## src/rtl/pw_conv_multi_ch_engine.sv

```systemverilog
`default_nettype none
// +--------------------------------------------------------------------------+
// | Module      : pw_conv_multi_ch_engine                                    |
// | Description : Pointwise (1x1) convolution engine. For each output        |
// |               channel it accumulates NUM_MACS lane products per beat     |
// |               over ceil(num_in_ch / NUM_MACS) beats, then presents the   |
// |               raw accumulator and a rounded, shifted, saturated          |
// |               DATA_W-bit result on a valid/ready output.                 |
// | Ports       : clock, reset_n (async, active-low)                         |
// |               cfg_num_in_ch, cfg_num_out_ch, cfg_signed, cfg_relu,       |
// |               cfg_shift   : job configuration, captured on start         |
// |               start, clear: job request / synchronous abort              |
// |               in_valid, in_ready, in_act, in_wgt : operand beat stream   |
// |               out_valid, out_ready, out_acc, out_q, out_ch_idx : result  |
// |               busy, done  : status                                       |
// | Revision    : 1.0 - initial release                                      |
// +--------------------------------------------------------------------------+
module pw_conv_multi_ch_engine #(
  parameter int NUM_MACS = 16,
  parameter int DATA_W   = 8,
  parameter int ACC_W    = 32,
  parameter int CH_W     = 10
) (
  input  logic                       clock,
  input  logic                       reset_n,
  input  logic [CH_W-1:0]            cfg_num_in_ch,
  input  logic [CH_W-1:0]            cfg_num_out_ch,
  input  logic                       cfg_signed,
  input  logic                       cfg_relu,
  input  logic [4:0]                 cfg_shift,
  input  logic                       start,
  input  logic                       clear,
  input  logic                       in_valid,
  output logic                       in_ready,
  input  logic [NUM_MACS*DATA_W-1:0] in_act,
  input  logic [NUM_MACS*DATA_W-1:0] in_wgt,
  output logic                       out_valid,
  input  logic                       out_ready,
  output logic [ACC_W-1:0]           out_acc,
  output logic [DATA_W-1:0]          out_q,
  output logic [CH_W-1:0]            out_ch_idx,
  output logic                       busy,
  output logic                       done
);

  // Channel-position width: enough for beat index * NUM_MACS + NUM_MACS.
  localparam int BASE_W = CH_W + $clog2(NUM_MACS) + 1;
  // Signed product of two (DATA_W+1)-bit operands (extra bit carries the
  // signed/unsigned extension so one multiplier serves both modes).
  localparam int PROD_W = 2 * DATA_W + 2;
  // Requantisation headroom: sign bit plus rounding carry.
  localparam int EXT_W  = ACC_W + 2;

  localparam logic signed [EXT_W-1:0] S_MAX = EXT_W'((2 ** (DATA_W - 1)) - 1);
  localparam logic signed [EXT_W-1:0] S_MIN = -S_MAX - EXT_W'(1);
  localparam logic signed [EXT_W-1:0] U_MAX = EXT_W'((2 ** DATA_W) - 1);

  typedef enum logic [1:0] {
    ST_IDLE   = 2'd0,
    ST_ACCUM  = 2'd1,
    ST_OUTPUT = 2'd2
  } state_t;

  state_t            state_q, state_d;
  logic [ACC_W-1:0]  acc_q, acc_d;
  logic [CH_W-1:0]   beat_q, beat_d;
  logic [CH_W-1:0]   out_ch_q, out_ch_d;
  logic [CH_W-1:0]   num_in_q, num_in_d;
  logic [CH_W-1:0]   num_out_q, num_out_d;
  logic              signed_q, signed_d;
  logic              relu_q, relu_d;
  logic [4:0]        shift_q, shift_d;
  logic              done_q, done_d;

  // ---------------------------------------------------------------- datapath
  logic [BASE_W-1:0] beat_base;
  logic              last_beat;
  logic [ACC_W-1:0]  lane_prod [NUM_MACS];
  logic [ACC_W-1:0]  beat_sum;

  // First input-channel number covered by the current beat.
  assign beat_base = BASE_W'(beat_q) * BASE_W'(NUM_MACS);
  assign last_beat = (beat_base + BASE_W'(NUM_MACS)) >= BASE_W'(num_in_q);

  for (genvar i = 0; i < NUM_MACS; i++) begin : g_lane
    logic [DATA_W-1:0]        a;
    logic [DATA_W-1:0]        w;
    logic signed [DATA_W:0]   a_ext;
    logic signed [DATA_W:0]   w_ext;
    logic signed [PROD_W-1:0] prod;
    logic                     lane_en;

    assign a     = in_act[i*DATA_W +: DATA_W];
    assign w     = in_wgt[i*DATA_W +: DATA_W];
    assign a_ext = $signed({signed_q & a[DATA_W-1], a});
    assign w_ext = $signed({signed_q & w[DATA_W-1], w});
    assign prod  = a_ext * w_ext;
    // Lanes past the last real input channel are masked on the final beat.
    assign lane_en = (beat_base + BASE_W'(i)) < BASE_W'(num_in_q);
    assign lane_prod[i] = lane_en ? {{(ACC_W - PROD_W){prod[PROD_W-1]}}, prod} : '0;
  end

  always_comb begin
    beat_sum = '0;
    for (int i = 0; i < NUM_MACS; i++) begin
      beat_sum = beat_sum + lane_prod[i];
    end
  end

  // ------------------------------------------------------------ requantise
  logic [EXT_W-1:0]        acc_ext;
  logic [EXT_W-1:0]        rnd;
  logic [EXT_W-1:0]        rsum;
  logic signed [EXT_W-1:0] r;
  logic [DATA_W-1:0]       q;

  assign acc_ext = {{2{signed_q & acc_q[ACC_W-1]}}, acc_q};
  assign rnd     = (shift_q != 5'd0) ? (EXT_W'(1) << (shift_q - 5'd1)) : '0;
  assign rsum    = acc_ext + rnd;

  always_comb begin
    // Kept as separate branches: a ternary would make the whole expression
    // unsigned and silently turn >>> into a logical shift.
    r = '0;
    if (signed_q) begin
      r = $signed(rsum) >>> shift_q;
    end else begin
      r = $signed(rsum >> shift_q);
    end
  end

  always_comb begin
    q = '0;
    if (relu_q && (r < 0)) begin
      q = '0;
    end else if (signed_q) begin
      if (r > S_MAX)      q = S_MAX[DATA_W-1:0];
      else if (r < S_MIN) q = S_MIN[DATA_W-1:0];
      else                q = r[DATA_W-1:0];
    end else begin
      if (r > U_MAX) q = U_MAX[DATA_W-1:0];
      else           q = r[DATA_W-1:0];
    end
  end

  // ------------------------------------------------------------ next state
  always_comb begin
    state_d   = state_q;
    acc_d     = acc_q;
    beat_d    = beat_q;
    out_ch_d  = out_ch_q;
    num_in_d  = num_in_q;
    num_out_d = num_out_q;
    signed_d  = signed_q;
    relu_d    = relu_q;
    shift_d   = shift_q;
    done_d    = 1'b0;

    if (clear) begin
      state_d  = ST_IDLE;
      acc_d    = '0;
      beat_d   = '0;
      out_ch_d = '0;
    end else begin
      case (state_q)
        ST_IDLE: begin
          if (start) begin
            if ((cfg_num_in_ch != '0) && (cfg_num_out_ch != '0)) begin
              state_d   = ST_ACCUM;
              acc_d     = '0;
              beat_d    = '0;
              out_ch_d  = '0;
              num_in_d  = cfg_num_in_ch;
              num_out_d = cfg_num_out_ch;
              signed_d  = cfg_signed;
              relu_d    = cfg_relu;
              shift_d   = cfg_shift;
            end else begin
              // Empty job: report completion without producing results.
              done_d = 1'b1;
            end
          end
        end
        ST_ACCUM: begin
          if (in_valid) begin
            acc_d = acc_q + beat_sum;
            if (last_beat) begin
              state_d = ST_OUTPUT;
              beat_d  = '0;
            end else begin
              beat_d = beat_q + CH_W'(1);
            end
          end
        end
        ST_OUTPUT: begin
          if (out_ready) begin
            if (out_ch_q == (num_out_q - CH_W'(1))) begin
              state_d = ST_IDLE;
              done_d  = 1'b1;
            end else begin
              state_d  = ST_ACCUM;
              acc_d    = '0;
              out_ch_d = out_ch_q + CH_W'(1);
            end
          end
        end
        default: begin
          state_d = ST_IDLE;
        end
      endcase
    end
  end

  always_ff @(posedge clock or negedge reset_n) begin
    if (!reset_n) begin
      state_q   <= ST_IDLE;
      acc_q     <= '0;
      beat_q    <= '0;
      out_ch_q  <= '0;
      num_in_q  <= '0;
      num_out_q <= '0;
      signed_q  <= 1'b0;
      relu_q    <= 1'b0;
      shift_q   <= '0;
      done_q    <= 1'b0;
    end else begin
      state_q   <= state_d;
      acc_q     <= acc_d;
      beat_q    <= beat_d;
      out_ch_q  <= out_ch_d;
      num_in_q  <= num_in_d;
      num_out_q <= num_out_d;
      signed_q  <= signed_d;
      relu_q    <= relu_d;
      shift_q   <= shift_d;
      done_q    <= done_d;
    end
  end

  // ---------------------------------------------------------------- outputs
  assign in_ready   = (state_q == ST_ACCUM);
  assign out_valid  = (state_q == ST_OUTPUT);
  assign busy       = (state_q != ST_IDLE);
  assign done       = done_q;
  assign out_acc    = acc_q;
  assign out_q      = q;
  assign out_ch_idx = out_ch_q;

endmodule
`default_nettype wire

```

## config.mk

```make
export PLATFORM = sky130hd
export DESIGN_NAME = pw_conv_multi_ch_engine
export DESIGN_NICKNAME = d
export VERILOG_FILES = /design/src/rtl/pw_conv_multi_ch_engine.sv
export SDC_FILE = /design/constraint.sdc
export NUM_CORES = 2
export LEC_CHECK = 0
export ABC_AREA = 1
export CORE_UTILIZATION = 50
export DETAILED_ROUTE_END_ITERATION = 10
export PLACE_DENSITY = 0.79
export REMOVE_ABC_BUFFERS = 1
export SYNTH_ARGS = -nofsm -noshare
export SYNTH_HDL_FRONTEND = slang
export SYNTH_SLANG_ARGS = --single-unit
```

## constraint.sdc

```tcl
create_clock -name clock -period 12.1 [get_ports clock]
set_input_delay 1.21 -clock clock [delete_from_list [all_inputs] [get_ports clock]]
set_output_delay 1.21 -clock clock [all_outputs]
set_load 0.01 [all_outputs]
```

-- Word level (Yosys, flattened, before mapping)
Index checks and enable logic that the tools add are counted.
- order comparisons: 21
- mux-type cells: 54
- reductions and logical operators: 15
- bitwise logic cells: 34
- $mul: 16
- eq/ne operators: 9
- shifts and indexed selects: 3
- $add $sub $neg: 37
- operators with widths (cell ; count):
    $mux W32 ; 22
    $add A32 B32 Y32 ; 16
    $mul A9 B9 Y18 ; 16
    $lt A15 B10 Y1 ; 15
    $add A14 B4 Y15 const B ; 8
    $pmux W32 S3 ; 1
    $mux W10 ; 8
    $mux W34 ; 2
    $add A14 B3 Y15 const B ; 4
    $mux W8 ; 5
    $pmux W10 S2 ; 2
    $add A34 B34 Y34 ; 1
    $gt A34 B8 Y1 const B ; 1
    $gt A34 B9 Y1 const B ; 1
    $lt A34 B1 Y1 const B ; 1
    $lt A34 B8 Y1 const B ; 1
    $shl A1 B5 Y34 const A ; 1
    $shr A34 B5 Y34 ; 1
    $sshr A34 B5 Y34 ; 1
    $and A1 B1 Y1 ; 33
    $add A14 B2 Y15 const B ; 2
    $add A10 B1 Y10 const B ; 2
    $reduce_bool A10 Y1 ; 2
    $add A14 B1 Y15 const B ; 1
    24 further kinds ; 42
- output and inout bits: 54
- bits of input ports: 289
- logic and storage cells: 199
- flip-flop bits (word level): 82

-- Longest topological paths before layout
- word-level depth: 22
- depth in mapped cells: 58
- depth with buffers taken out: 57

-- Least setup slack after synthesis
OpenSTA, ideal clock, no wires.
- path kind: input -> register
- from: input in_act[103]
- to: register acc_q[23], in the netlist out_acc[23]
- path slack: 556 ps
- required time: 11970 ps
- arrival time: 11414 ps
- library setup time: 130 ps
- stages on the path: 51
- buffers on the path: 1
- cell sequence: clkbuf_1 > nand2_1 > nor2_1 > inv_1 > fa_1 > inv_1 > fa_1 > fa_1 > fa_1 > inv_1 > fa_1 > inv_1 > ha_1 > inv_1 > o31ai_1 > inv_1 > nor2_1 > o21ai_0 > (+15 left out) > fa_1 > fa_1 > inv_1 > fa_1 > inv_1 > ha_1 > nand2_1 > nor3_1 > a21oi_1 > or2_2 > nand2_1 > nand2_1 > nand2_1 > nand2_1 > nand2_1 > a21oi_1 > o21ai_0 > o21ai_0
- cells in the longest elaborated chain, start to end: 11
- ends and longest elaborated chain (item ; line ; text):
    from (decl) ; 35 ; input logic [NUM_MACS*DATA_W-1:0] in_act,
    $and A1 B1 Y1 ; 95 ; assign a_ext = $signed({signed_q & a[DATA_W-1], a});
    $mul A9 B9 Y18 (*) ; 97 ; assign prod = a_ext * w_ext;
    $mux W32 (*) ; 100 ; assign lane_prod[i] = lane_en ? {{(ACC_W - PROD_W){prod[PROD_W-1]}}, prod} : '0;
    $add A32 B32 Y32 (*) (4 in a row) ; 106 ; beat_sum = beat_sum + lane_prod[i];
    $add A32 B32 Y32 (*) ; 186 ; acc_d = acc_q + beat_sum;
    $mux W32 (*) ; 185 ; if (in_valid) begin
    $pmux W32 S3 (*) ; 165 ; case (state_q)
    $mux W32 (*) ; 159 ; if (clear) begin
    to (signal assigned) ; 217 ; acc_q <= '0;
    to (signal assigned) ; 228 ; acc_q <= acc_d;
    to (decl) ; 65 ; logic [ACC_W-1:0] acc_q, acc_d;
Mark *: on every way between the ends. The rest lies on a longest branch, timed or not. The select of a mux whose other input is x is not followed.
A chain may end at the register's enable or synchronous reset.

-- Final worst setup path
Ends and elaborated chain as after synthesis.

==> results_dict.tcl <==
set metrics [dict create \
    status "complete, no violations" \
    crit_family "adder cells" \
    finalSetupViolCount 0 \
    clock_skew_ps 16.7 \
    cts_tree "done" \
    path_clk_slew_ps 80 \
    finalCritPeriodShare_pct 95.5 \
    finalHoldViolCount 0 \
    timing.critical_path.buf_inv 10 \
    yosysTopAreaCell "fa_1" \
    grt_max_degree 60 \
    cp_data_arrival_time_ps 11800 \
    vias 58200 \
    clock_sinks 82 \
    gp_congestion 1.01 \
    synth_most_common_cell "inv_1" \
    yosysSeqAreaShare_pct 2.96 \
    grt_pass1_wl_um 326000 \
    wire_per_inst_um 17.7 \
    antenna_found_initial 30 \
    worstSetupEndpointType "flop" \
    io_buffer_count 342 \
    tns_ps 0 \
    fmax_mhz 86.5 \
    drc 0 \
    io_pins 343 \
    fin_ws_ps 542 \
    synth_edf_count 0 \
    reg2reg_setup_slack_ps 770 \
    dieArea_um2 140000 \
    yosys-top-cells-count "inv_1 (2667), nand2_1 (1964), fa_1 (1451), ha_1 (708), nor2_1 (529)" \
    drive_above_1_share_pct 5.86 \
    hold_class "reg2reg" \
    wl_um 201000 \
    nets 11900 \
    path_max_fanout 4 \
    cap_violations 0 \
    clockBufferDepth 2 \
    period_minus_slack_ps 11560 \
    synthArstFlopShare_pct 100 \
    critPathMaxStageDelay_ps 540 \
    hpwl_um 180000 \
    firstDrtPassIters 6 \
    gr-total-overflow 0 \
    die_h_um 374 \
    drt_iter0_drc 4618 \
    worstSetupPathType "in2reg" \
    vias_per_cell 5.15 \
    ant_nets 0 \
    dp_slack_ps -186 \
    cts_buffers 9 \
    yosys-top-cells-area "fa_1 (42%), inv_1 (14%), ha_1 (13%)" \
    crit_slowest_cell "fa_2" \
    synth_top_area_share_pct 41.9 \
    tightest_slew_ps 1130 \
    track_usage_pct 29.5 \
    cts_root_buf "clkbuf_16" \
    ctsHoldBuffers 0 \
    path_common_cell "nand2_1" \
    avgSynthCellArea_um2 7.56 \
    die_w_um 374 \
    maxSlewHeadroom_pct 23.7 \
    area_delta_synth_final_pct 10.6 \
    initial_core_util_pct 50.4 \
    crit_required_ps 12340 \
    ys_ff_latch 82 \
    synth-main-ff-cell "dfrtp_1" \
    syn_inst 9172 \
    grt_pass1_vias 61700 \
    yosys_warnings 0 \
    h-tree-depth 3 \
    core_um2 137000 \
    slew_violations 0 \
    worst_setup_path_start_kind "primary input" \
    synth_cell_types 62 \
    rows 136 \
    worstSkewPairLatency_ps 360 \
    syn-cell-area_um2 69300 \
]
[worst min-delay path: cells and delay by family, from the launching register on]
family	cells	cell delay, ps
flip-flops	1	340
AO/OA/AOI/OAI	1	80
AND/OR/NAND/NOR	1	60
[state kept, by name (all words and copies together), names as in the netlist]
signal      cells
beat_q         10
done            1
num_in_q       10
num_out_q      10
out_acc        32
out_ch_idx     10
relu_q          1
shift_q         5
signed_q        1
state_q         2
[kinds of logic (layout without fill, tap and decap cells)]
| group | Yosys count | in the layout | share of synthesized area [%] |
|---|---|---|---|
| muxes | 9 | 9 | 0.144 |
| buffers and inverters | 3025 | 3348 | 16.4 |
| xor gates and xnor gates | 197 | 197 | 2.49 |
| other | 1 | 22 | 0.00541 |
| DFF | 82 | 82 | 2.96 |
| AOI/OAI and AO/OA | 630 | 630 | 5.04 |
| and+or+nand+nor | 3069 | 3069 | 18.2 |
| adders and majority gates | 2159 | 2159 | 54.7 |
[placed cells by master (no fill, tap or decap), types with 33 or more instances in the layout]
| master | instances |
|---|---|
| nor3_1 | 45 |
| xor2_1 | 97 |
| inv_1 | 2664 |
| or2_2 | 111 |
| nand3_1 | 288 |
| xnor2_1 | 100 |
| clkdlybuf4s50_1 | 308 |
| dlymetal6s2s_1 | 33 |
| nor2_1 | 522 |
| o21ai_0 | 194 |
| buf_4 | 304 |
| nand2_1 | 1959 |
| a21oi_1 | 262 |
| dfrtp_1 | 81 |
| ha_1 | 708 |
| o21bai_1 | 41 |
| nand3b_1 | 36 |
| fa_1 | 1447 |
[stage by stage]
| step | area [µm²] | std cells | util (%) | hold slack, ps |
|---|---|---|---|---|
| floorplan | 68000 | 8825 | - | 453 |
| global placement | 76000 | 11300 | 55.3 | 481 |
| detailed placement | 76000 | 11300 | 55.3 | 486 |
| CTS | 76300 | 11300 | 55.5 | 518 |
| global route | 76700 | 11300 | 55.8 | 532 |
| finish | 76700 | 11300 | 55.8 | 523 |
[path summary, 6_finish.rpt]
kind | end | startpoint | cells after the start
min in group asynchronous | out_ch_idx[7] | reset_n | 1
worst min-delay path | num_in_q[5] | num_in_q[5] | 2
max in group asynchronous | out_acc[12] | reset_n | 2
worst max-delay path | out_acc[23] | in_act[103] | 51
worst max register to register | out_acc[23] | signed_q | 53
worst min register to register | num_in_q[5] | num_in_q[5] | 2
[layout make-up]
class	instances	area (µm²)
antenna	21	52.6
clock buffer	9	225
clock inverter	7	76.3
fill	12500	60800
inverter	2678	10100
multi-input combinational	6065	56100
sequential	82	2060
tap	1794	2240
timing repair buffer	654	5910
[routing by layer]
metal	routed length, µm	share of wire [%]	up-vias	track usage [%]
met5	59	0.029	-	0
met4	9780	4.9	12	12.4
met3	14600	7.3	400	3.65
met2	95300	48	2102	49.3
met1	80900	40	28600	38.6
li1	-	-	27200	-
[what timing repair did]
action / 4_1_cts / 5_1_grt
endpoints found under the setup margin: 0 / 14
resized for setup: 0 / 105
buffers inserted: 0 / 1
Power is not shown: default switching activity piles up to over one toggle a cycle in this logic, so the estimate is an artifact.
